===== src/rtl/debug_mux_pkg.sv =====
// Shared types for the debug-mux scan sequencer: FSM state encoding and
// the settle-counter type (wide enough for SETTLE_CYC up to 255).
package debug_mux_pkg;

  typedef enum logic [2:0] {
    ST_IDLE   = 3'd0,
    ST_BASE   = 3'd1,
    ST_APPLY  = 3'd2,
    ST_REPORT = 3'd3,
    ST_FIN    = 3'd4
  } state_t;

  localparam int SETTLE_W = 8;

  typedef logic [SETTLE_W-1:0] settle_t;

endpackage


===== src/rtl/debug_mux_prio_find.sv =====
// Priority search for the next enabled mux index. With i_from_start set the
// lowest enabled index is returned; otherwise the lowest enabled index
// strictly above i_cur_idx. Purely combinational so skipped indices cost
// no cycles in the sequencer.
module debug_mux_prio_find #(
  parameter int NUM_SEL = 8,
  parameter int IDX_W   = $clog2(NUM_SEL)
) (
  input  logic [NUM_SEL-1:0] i_mask,
  input  logic [IDX_W-1:0]   i_cur_idx,
  input  logic               i_from_start,
  output logic [IDX_W-1:0]   o_next_idx,
  output logic               o_found
);

  logic w_hit;

  // Scan from the top down so the lowest qualifying index is the last writer.
  always_comb begin
    o_next_idx = '0;
    o_found    = 1'b0;
    w_hit      = 1'b0;
    for (int i = NUM_SEL - 1; i >= 0; i--) begin
      w_hit      = i_mask[i] && (i_from_start || (i > int'(i_cur_idx)));
      o_found    = o_found | w_hit;
      o_next_idx = w_hit ? IDX_W'(i) : o_next_idx;
    end
  end

endmodule


===== src/rtl/debug_mux_sequencer.sv =====
// Debug-mux scan sequencer: captures a baseline with all selects off, then
// walks every enabled mux index, forces a value through it, captures the
// observed outputs and reports each result over a valid/ready handshake.
// All outputs are registered from next-state values so they line up with
// the state they describe.
module debug_mux_sequencer
  import debug_mux_pkg::*;
#(
  parameter int NUM_SEL    = 8,
  parameter int DATA_W     = 4,
  parameter int SETTLE_CYC = 2
) (
  input  logic                       clk,
  input  logic                       rst,
  input  logic                       start,
  input  logic [NUM_SEL-1:0]         cfg_sel_mask,
  input  logic [DATA_W-1:0]          cfg_force_val,
  output logic [NUM_SEL-1:0]         mux_sel,
  output logic [DATA_W-1:0]          mux_force,
  input  logic [DATA_W-1:0]          obs_in,
  output logic                       res_valid,
  input  logic                       res_ready,
  output logic [$clog2(NUM_SEL)-1:0] res_idx,
  output logic [DATA_W-1:0]          res_data,
  output logic                       res_mismatch,
  output logic                       busy,
  output logic                       done
);

  localparam int                 IDX_W       = $clog2(NUM_SEL);
  localparam settle_t            SETTLE_LOAD = settle_t'(SETTLE_CYC - 1);
  localparam logic [NUM_SEL-1:0] SEL_LSB     = {{(NUM_SEL-1){1'b0}}, 1'b1};

  state_t              r_state, w_state_nxt;
  settle_t             r_cnt, w_cnt_nxt;
  logic [IDX_W-1:0]    r_idx, w_idx_nxt;
  logic [NUM_SEL-1:0]  r_mask, w_mask_nxt;
  logic [DATA_W-1:0]   r_fval, w_fval_nxt;
  logic [DATA_W-1:0]   r_baseline, w_baseline_nxt;
  logic [NUM_SEL-1:0]  r_mux_sel, w_mux_sel_nxt;
  logic [DATA_W-1:0]   r_mux_force, w_mux_force_nxt;
  logic [IDX_W-1:0]    r_res_idx, w_res_idx_nxt;
  logic [DATA_W-1:0]   r_res_data, w_res_data_nxt;
  logic                r_res_mismatch, w_res_mismatch_nxt;
  logic                r_res_valid, r_busy, r_done;
  logic                w_drive_sel;
  logic [IDX_W-1:0]    w_find_idx;
  logic                w_find_ok;
  logic                w_from_start;

  // The first search after the baseline starts at index 0 inclusive.
  assign w_from_start = (r_state == ST_BASE);

  debug_mux_prio_find #(
    .NUM_SEL (NUM_SEL),
    .IDX_W   (IDX_W)
  ) u_prio_find (
    .i_mask       (r_mask),
    .i_cur_idx    (r_idx),
    .i_from_start (w_from_start),
    .o_next_idx   (w_find_idx),
    .o_found      (w_find_ok)
  );

  // Next-state, datapath updates and next output values.
  always_comb begin
    w_state_nxt        = r_state;
    w_cnt_nxt          = r_cnt;
    w_idx_nxt          = r_idx;
    w_mask_nxt         = r_mask;
    w_fval_nxt         = r_fval;
    w_baseline_nxt     = r_baseline;
    w_res_idx_nxt      = r_res_idx;
    w_res_data_nxt     = r_res_data;
    w_res_mismatch_nxt = r_res_mismatch;
    case (r_state)
      ST_IDLE: begin
        if (start) begin
          w_state_nxt = ST_BASE;
          w_mask_nxt  = cfg_sel_mask;
          w_fval_nxt  = cfg_force_val;
          w_cnt_nxt   = SETTLE_LOAD;
        end else begin
          w_state_nxt = ST_IDLE;
        end
      end
      ST_BASE: begin
        if (r_cnt == '0) begin
          w_baseline_nxt = obs_in;
          w_cnt_nxt      = SETTLE_LOAD;
          w_idx_nxt      = w_find_idx;
          w_state_nxt    = w_find_ok ? ST_APPLY : ST_FIN;
        end else begin
          w_cnt_nxt = r_cnt - settle_t'(1);
        end
      end
      ST_APPLY: begin
        if (r_cnt == '0) begin
          w_res_idx_nxt      = r_idx;
          w_res_data_nxt     = obs_in;
          w_res_mismatch_nxt = (obs_in != r_baseline);
          w_state_nxt        = ST_REPORT;
        end else begin
          w_cnt_nxt = r_cnt - settle_t'(1);
        end
      end
      ST_REPORT: begin
        if (res_ready) begin
          w_cnt_nxt   = SETTLE_LOAD;
          w_idx_nxt   = w_find_ok ? w_find_idx : r_idx;
          w_state_nxt = w_find_ok ? ST_APPLY : ST_FIN;
        end else begin
          w_state_nxt = ST_REPORT;
        end
      end
      ST_FIN: begin
        w_state_nxt = ST_IDLE;
      end
      default: begin
        w_state_nxt = ST_IDLE;
      end
    endcase
    w_drive_sel     = (w_state_nxt == ST_APPLY) || (w_state_nxt == ST_REPORT);
    w_mux_sel_nxt   = w_drive_sel ? (SEL_LSB << w_idx_nxt) : '0;
    w_mux_force_nxt = w_drive_sel ? w_fval_nxt : '0;
  end

  // FSM state register.
  always_ff @(posedge clk or posedge rst) begin
    if (rst) begin
      r_state <= ST_IDLE;
    end else begin
      r_state <= w_state_nxt;
    end
  end

  // Datapath and registered outputs; reset drops any pending result.
  always_ff @(posedge clk or posedge rst) begin
    if (rst) begin
      r_cnt          <= '0;
      r_idx          <= '0;
      r_mask         <= '0;
      r_fval         <= '0;
      r_baseline     <= '0;
      r_mux_sel      <= '0;
      r_mux_force    <= '0;
      r_res_idx      <= '0;
      r_res_data     <= '0;
      r_res_mismatch <= 1'b0;
      r_res_valid    <= 1'b0;
      r_busy         <= 1'b0;
      r_done         <= 1'b0;
    end else begin
      r_cnt          <= w_cnt_nxt;
      r_idx          <= w_idx_nxt;
      r_mask         <= w_mask_nxt;
      r_fval         <= w_fval_nxt;
      r_baseline     <= w_baseline_nxt;
      r_mux_sel      <= w_mux_sel_nxt;
      r_mux_force    <= w_mux_force_nxt;
      r_res_idx      <= w_res_idx_nxt;
      r_res_data     <= w_res_data_nxt;
      r_res_mismatch <= w_res_mismatch_nxt;
      r_res_valid    <= (w_state_nxt == ST_REPORT);
      r_busy         <= (w_state_nxt != ST_IDLE);
      r_done         <= (w_state_nxt == ST_FIN);
    end
  end

  assign mux_sel      = r_mux_sel;
  assign mux_force    = r_mux_force;
  assign res_valid    = r_res_valid;
  assign res_idx      = r_res_idx;
  assign res_data     = r_res_data;
  assign res_mismatch = r_res_mismatch;
  assign busy         = r_busy;
  assign done         = r_done;

endmodule


===== config.mk =====
export PLATFORM = sky130hd
export DESIGN_NAME = debug_mux_sequencer
export DESIGN_NICKNAME = d
export VERILOG_FILES = /design/src/rtl/debug_mux_pkg.sv /design/src/rtl/debug_mux_prio_find.sv /design/src/rtl/debug_mux_sequencer.sv
export SDC_FILE = /design/constraint.sdc
export NUM_CORES = 1
export LEC_CHECK = 0
export CAP_MARGIN = 20
export CORE_UTILIZATION = 53
export CTS_CLUSTER_DIAMETER = 50
export DETAILED_ROUTE_END_ITERATION = 16
export PLACE_DENSITY = 0.81
export REMOVE_ABC_BUFFERS = 1
export SLEW_MARGIN = 20
export SYNTH_ARGS = -nofsm -noshare
export SYNTH_HDL_FRONTEND = slang
export SYNTH_SLANG_ARGS = --single-unit

===== constraint.sdc =====
create_clock -name clk -period 2.7 [get_ports clk]
set_input_delay 0.405 -clock clk [delete_from_list [all_inputs] [get_ports clk]]
set_output_delay 0.405 -clock clk [all_outputs]
set_load 0.02 [all_outputs]

==> run_results.csv, run 1 <==
group,metric,value,unit
sta,fin_crit,2420,ps
floorplanning,die_h,72.3,um
synthesis,synthSimpleGateAreaFrac,16.0,%
sta,max_freq,413,MHz
synthesis,synth.area.top_cells,"dfrtp_1 51%, mux2_2 8.6%, o21ai_0 3.4%, nor3_1 3.2%, nor2_1 2.3%",
detailed_routing,ant_nets,0,
sta,hold_violations,0,
global_route,grt_overflow_total,0,
sta,rsz0062_at_grt,"no",
detailed_routing,routedWlPerCell,14.2,um
floorplanning,fp.coreArea,4720,um2
detailed_routing,drt-initial-drc-count,119,
clocking,cts_resized,0,
setup_path,cp_max_fo,9,
worst_hold_path,hold_depth,2,
setup_path,reg2reg_slack,280,ps
sta,worst_pin_slew,663,ps
floorplanning,die_x,72.3,um
synthesis,synthArstFlopShare,100,%
sta,hold_ws,487,ps
floorplanning,rows,25,
final_layout,drive_above_1_share,19.6,%
synthesis,yosysWarnings,0,
worst_hold_path,worstHoldStart,"res_mismatch",
global_route,first_global_vias,1916,
synthesis,yosys.area.top_type,"dfrtp_1",
setup_path,worstSetupEndpointType,"flip-flop",
synthesis,syn_area,2620,um2
global_route,grt_max_degree,54,
synthesis,yosysUniqueCellTypes,56,
synthesis,syn_inst,237,
pwr,ir_worst_vdd,0.606,mV
pwr,p_per_area,1110,nW/um2
worst_hold_path,hold-path-endpoint,"res_mismatch",
pwr,sw_frac_of_total,40.5,%
pwr,p_clk_share,12.7,%
synthesis,synth_top_area_share,50.6,%
detailed_routing,drt_pass1_iterations,4,
sta,tns,0,ps
placement,dp_hpwl,3620,um
clocking,clock_path_buffers,2,
floorplanning,pin_count,43,
final_layout,antenna_cells,0,
synthesis,synth_compound_area_share,17.0,%
placement,place.gp.congestion,0.872,
clocking,post_cts_buffers,0,
clocking,h-tree-depth,2,
floorplanning,start_util,55.4,%
clocking,clkTransAtPathRegs,100,ps
setup_path,path_class,"flip-flop to flip-flop",
synthesis,synth_top_family_by_area,"compound AO/OA/AOI/OAI gates",
job,maxCapViolations,0,
floorplanning,die_area,5230,um2
detailed_routing,viasPerCell,5.57,
synthesis,muxShareOfSynthArea,10.0,%
clocking,cts_tree,"done",
placement,dp_slack,296,ps
global_route,grt_usage,21.2,%
synthesis,yosys.cell_count.top_type,"dfrtp_1",
setup_path,reg2regPathDepth,7,
synthesis,post_synth.cell_area_avg,11.0,um2
pwr,combPwrFrac,48.8,%
status,status,"finished clean",
detailed_routing,postRouteWirelength,4990,um
placement,port_buffers,42,
detailed_routing,num_vias,1961,
clocking,numCtsBuffers,5,
sta,fin_worst_skew,12.0,ps
setup_path,required,2930,ps
final_layout,syn2layout_area_growth,22.5,%
clocking,cts_sinks,53,
setup_path,r2r-start,"r_idx[1]",
pwr,p_int,2.13,mW
synthesis,synth_common_cells,"53 x dfrtp_1, 20 x mux2_2, 18 x o21ai_0",
synthesis,synth_seq_cells,53,
worst_hold_path,worstHoldPathType,"flip-flop to flip-flop",
clocking,cts_hold_buf,0,
global_route,antenna_found_initial,0,
pwr,netSwitchingPower,1.45,mW
synthesis,synth_edf_count,0,
final_layout,fin_util,67.9,%
final_layout,final_nets,305,
setup_path,crit_arrival,2650,ps
setup_path,r2r_end,"mux_sel[0]",
global_route,grt_pass1_wl,8610,um
sta,slew_viol_final,0,
detailed_routing,route.detailed.drc,0,
pwr,pwr-share-seq,38.5,%
sta,maxSlewHeadroom,55.6,%
clocking,clk_latency,310,ps
synthesis,synth_xor_area_share,1.34,%
sta,fin_crit_sh,89.6,%
sta,setup_slack,281,ps
synthesis,synth-seq-area-share,50.6,%
pwr,p_leak,1.32,nW
setup_path,cp-start-kind,"flip-flop",
synthesis,synthFlopType,"dfrtp_1",
clocking,root_buffer,"clkbuf_8",
synthesis,synthAdderAreaFrac,0.478,%
sta,finalSetupViolCount,0,
-- worst max path at each step --
stage	end	cells after the start	start	slack, ps
detailed placement	mux_sel[0]	7	r_idx[1]	300
finish	mux_sel[0]	7	r_idx[1]	280
floorplan	mux_sel[4]	7	r_state[0]	530
global route	mux_sel[1]	8	r_state[2]	120
CTS	mux_sel[0]	7	r_idx[1]	250
global placement	mux_sel[0]	7	r_idx[1]	400
-- cell families (layout without fill, tap and decap cells) --
group,count (synthesis),in the layout
mux,22,22
flops,53,53
compound gates,62,62
buf+inv,23,71
simple gates,72,72
fa+ha+maj,1,1
xor+xnor,4,4
-- flip-flops by register name, summed over array words and instances (netlist names) --
register,flops
busy,1
mux_sel,8
done,1
r_mask,8
res_data,4
res_valid,1
res_mismatch,1
res_idx,3
r_state,3
r_fval,4
mux_force,4
r_idx,3
r_baseline,4
r_cnt,8
-- stage by stage --
stage,instance area [um2],power [mW],cells
floorplan,2550,2.56,227
global placement,3110,3.08,344
detailed placement,3110,3.13,344
CTS,3210,3.60,352
global route,3210,3.85,352
finish,3210,3.58,352
-- metal layers --
metal  track usage, %  vias to the layer above  part of all wire, %
met2             34.8                       61                   48
met4             8.28                        0                  1.4
met5                0                        -                    0
met1             27.7                      944                   46
met3             4.58                        9                  4.7
li1                 -                      947                    -
-- cell type report --
cell class	instances	area [um2]
clock buffers	5	68.8
flip-flops and latches	53	1330
multi-input cells	161	1170
repair buffers	50	480
inverters	13	48.8
well taps	67	83.8
fillers	364	1520
clock inverters	3	25.0
-- placed cells by master (no fill, tap or decap), drive strengths merged, types with 2 or more instances in the layout --
cell type	count
a31oi	2
o211ai	3
nor3	17
a21boi	4
o2111ai	2
o221ai	2
mux2	21
nand2b	4
inv	13
o21a	2
nand3	4
nor2	16
o21ai	28
dfrtp	53
or2	2
clkinv	2
o31ai	4
nor2b	5
a211oi	2
clkdlybuf4s50	42
o22ai	2
nor3b	3
buf	8
nand2	13
xor2	4
clkbuf	5
a21oi	5
-- critical path, stage by stage (launching register included) --
cell	delay (ps)
dfrtp_1	620
a21oi_1	180
a211oi_2	440
o211ai_1	220
o21ai_4	230
mux2i_4	330
inv_2	100
nor3_1	210
-- power groups by stage --
stage / Clock, mW / Combinational [mW] / Sequential [mW]
2_1_floorplan: 0 / 1.05 / 1.51
3_3_place_gp: 0 / 1.70 / 1.38
3_5_place_dp: 0 / 1.74 / 1.39
4_1_cts: 0.468 / 1.75 / 1.38
5_1_grt: 0.499 / 1.93 / 1.42
6_report: 0.453 / 1.75 / 1.38
(Power assumes the default switching activity.)
==> run 2, diff against run 1 <==
--- a/config.mk
+++ b/config.mk
@@ -7,7 +7,7 @@
 export LEC_CHECK = 0
 export CAP_MARGIN = 20
 export CORE_UTILIZATION = 53
-export CTS_CLUSTER_DIAMETER = 50
+export CTS_CLUSTER_DIAMETER = 60
 export DETAILED_ROUTE_END_ITERATION = 16
 export PLACE_DENSITY = 0.81
 export REMOVE_ABC_BUFFERS = 1
==> results of run 2 <==
The final DEF is identical to that of run 1; final timing and power are the same.
==> variant, RTL diff (settings of run 2) <==
Register the inputs `cfg_sel_mask` and `cfg_force_val` before use, without a reset. The logic sees them one clock later. The other inputs are not delayed to match.
--- a/src/rtl/debug_mux_sequencer.sv
+++ b/src/rtl/debug_mux_sequencer.sv
@@ -30,6 +30,14 @@
   localparam int                 IDX_W       = $clog2(NUM_SEL);
   localparam settle_t            SETTLE_LOAD = settle_t'(SETTLE_CYC - 1);
   localparam logic [NUM_SEL-1:0] SEL_LSB     = {{(NUM_SEL-1){1'b0}}, 1'b1};
+
+  logic [NUM_SEL-1:0] cfg_sel_mask_q;
+  logic [DATA_W-1:0] cfg_force_val_q;
+
+  always_ff @(posedge clk) begin
+    cfg_sel_mask_q  <= cfg_sel_mask;
+    cfg_force_val_q <= cfg_force_val;
+  end
 
   state_t              r_state, w_state_nxt;
   settle_t             r_cnt, w_cnt_nxt;
@@ -77,8 +85,8 @@
       ST_IDLE: begin
         if (start) begin
           w_state_nxt = ST_BASE;
-          w_mask_nxt  = cfg_sel_mask;
-          w_fval_nxt  = cfg_force_val;
+          w_mask_nxt  = cfg_sel_mask_q;
+          w_fval_nxt  = cfg_force_val_q;
           w_cnt_nxt   = SETTLE_LOAD;
         end else begin
           w_state_nxt = ST_IDLE;
Formal check against the unedited RTL: not equivalent (Yosys sat finds a counterexample within 4 cycles, from zero or initial values and one cycle with rst high).
==> variant against run 2 <==
  * Routed wire length down 2.6%
  * Non-clock buffer count down 1
  * Sequential cell count up 12
  * Sequential power up 10%
  * Design area up 9.9%
  * Setup slack better by 0.028 ns
  * Area after synthesis up 6.7%
  * Final cell count up 0.28%
  * Combinational power down 11%
  * Sequential share of layout area up 3.1 points
  * Power up 11%
  * Clock power up 96%
  * Critical endpoint is now mux_sel[5]$_DFF_PP0_
==> variant: results (changes against run 2) <==
| Metric | This run | Unit | Change |
|---|---|---|---|
| Result of the run | finished clean | - | unchanged |
| Start of the worst register-to-register path | r_state[2]$_DFF_PP0_ | - | was r_idx[1]$_DFF_PP0_ |
| Commonest cells in the netlist | 53 x dfrtp_1, 21 x mux2_2, 15 x nand2_1, 15 x o21ai_0, 12 x dfxtp_1 | - | was 53 x dfrtp_1, 20 x mux2_2, 18 x o21ai_0 |
| Minimum setup slack among reg-to-reg paths | 0.31 | ns | was 0.28 ns |
| DP Worst Slack | 0.329 | ns | was 0.296 ns |
| Fmax | 0.418 | GHz | was 0.413 GHz |
| Portion of the post-synthesis area used by sequential elements | 0.561 | - | was 0.506 |
| Power of the sequential group | 1520 | uW | was 1380 uW |
| Crit path max fanout | 10 | - | was 9 |
| Hold slack | 0.419 | ns | was 0.487 ns |
| Share of async-settable or async-resettable flops after synthesis | 0.815 | - | was 1.00 |
| Number of clock buffers inserted by TritonCTS | 9 | - | was 5 |
| Count of plain and timing-repair buffers in the layout | 49 | - | was 50 |
| Number of unique standard cell types used by synthesis | 55 | - | was 56 |
| Number of combinational gates with multiple inputs | 146 | - | was 161 |
| Top cells by area, synth | dfrtp_1 47%, dfxtp_1 8.6%, mux2_2 8.5% | - | was dfrtp_1 51%, mux2_2 8.6%, o21ai_0 3.4% |
| Layout clock buffer count | 11 | - | was 5 |
| CP top delay family | simple AND/OR/NAND/NOR gates | - | was compound AO/OA/AOI/OAI gates |
| Post-DP HPWL | 3320 | um | was 3620 um |
| Worst Reg-to-Reg Cells | 9 | - | was 7 |
| Clock-pin slew reported for the worst setup and hold paths after clock tree synthesis | 0.08 | ns | was 0.10 ns |
| Number of placed instances, taps included | 337 | - | was 344 |
| Delay of the slowest cell on the worst path | 0.54 | ns | was 0.62 ns |
| Share of final layout cell area taken by clock buffers and inverters | 0.0600 | - | was 0.0293 |
| Fraction of standard cell area that is sequential | 0.444 | - | was 0.413 |
| Type of the worst min-delay path | primary input to async pin | - | was flop to flop |
| Layout cells sized above 1 | 0.269 | - | was 0.196 |
| Routability cong. | 0.813 | - | was 0.872 |
| Number of H-tree branching levels | 3 | - | was 2 |
## variant: cell count changes in the layout (fill, tap and decap cells not counted), moves of 3 or more
| cell | change |
|---|---|
| nor3_2 | +9 |
| nand3_1 | +3 |
| o21ai_0 | -3 |
| clkbuf_8 | +4 |
| a21boi_0 | -3 |
| nor3_1 | -15 |
| o21ai_1 | -3 |
| dfxtp_1 | +12 |
| inv_1 | -5 |
| a211oi_1 | +3 |
| nor2_1 | -5 |
| and2_1 | +4 |
## variant: routing by layer
layer  up-vias  wire length [um]  global-route usage
met5         -                 0                   0
met4         0                99               0.113
met3        13               177              0.0461
met2        43              2370               0.294
met1       908              2220               0.269
li1        902                 -                   -
## variant: kinds of logic after synthesis
logic type,count (synthesis),synth area share
simple gates,72,0.171
flops,65,0.561
compound gates,45,0.117
mux,24,0.105
buf+inv,15,0.0291
xor+xnor,4,0.0125
fa+ha+maj,1,0.00448
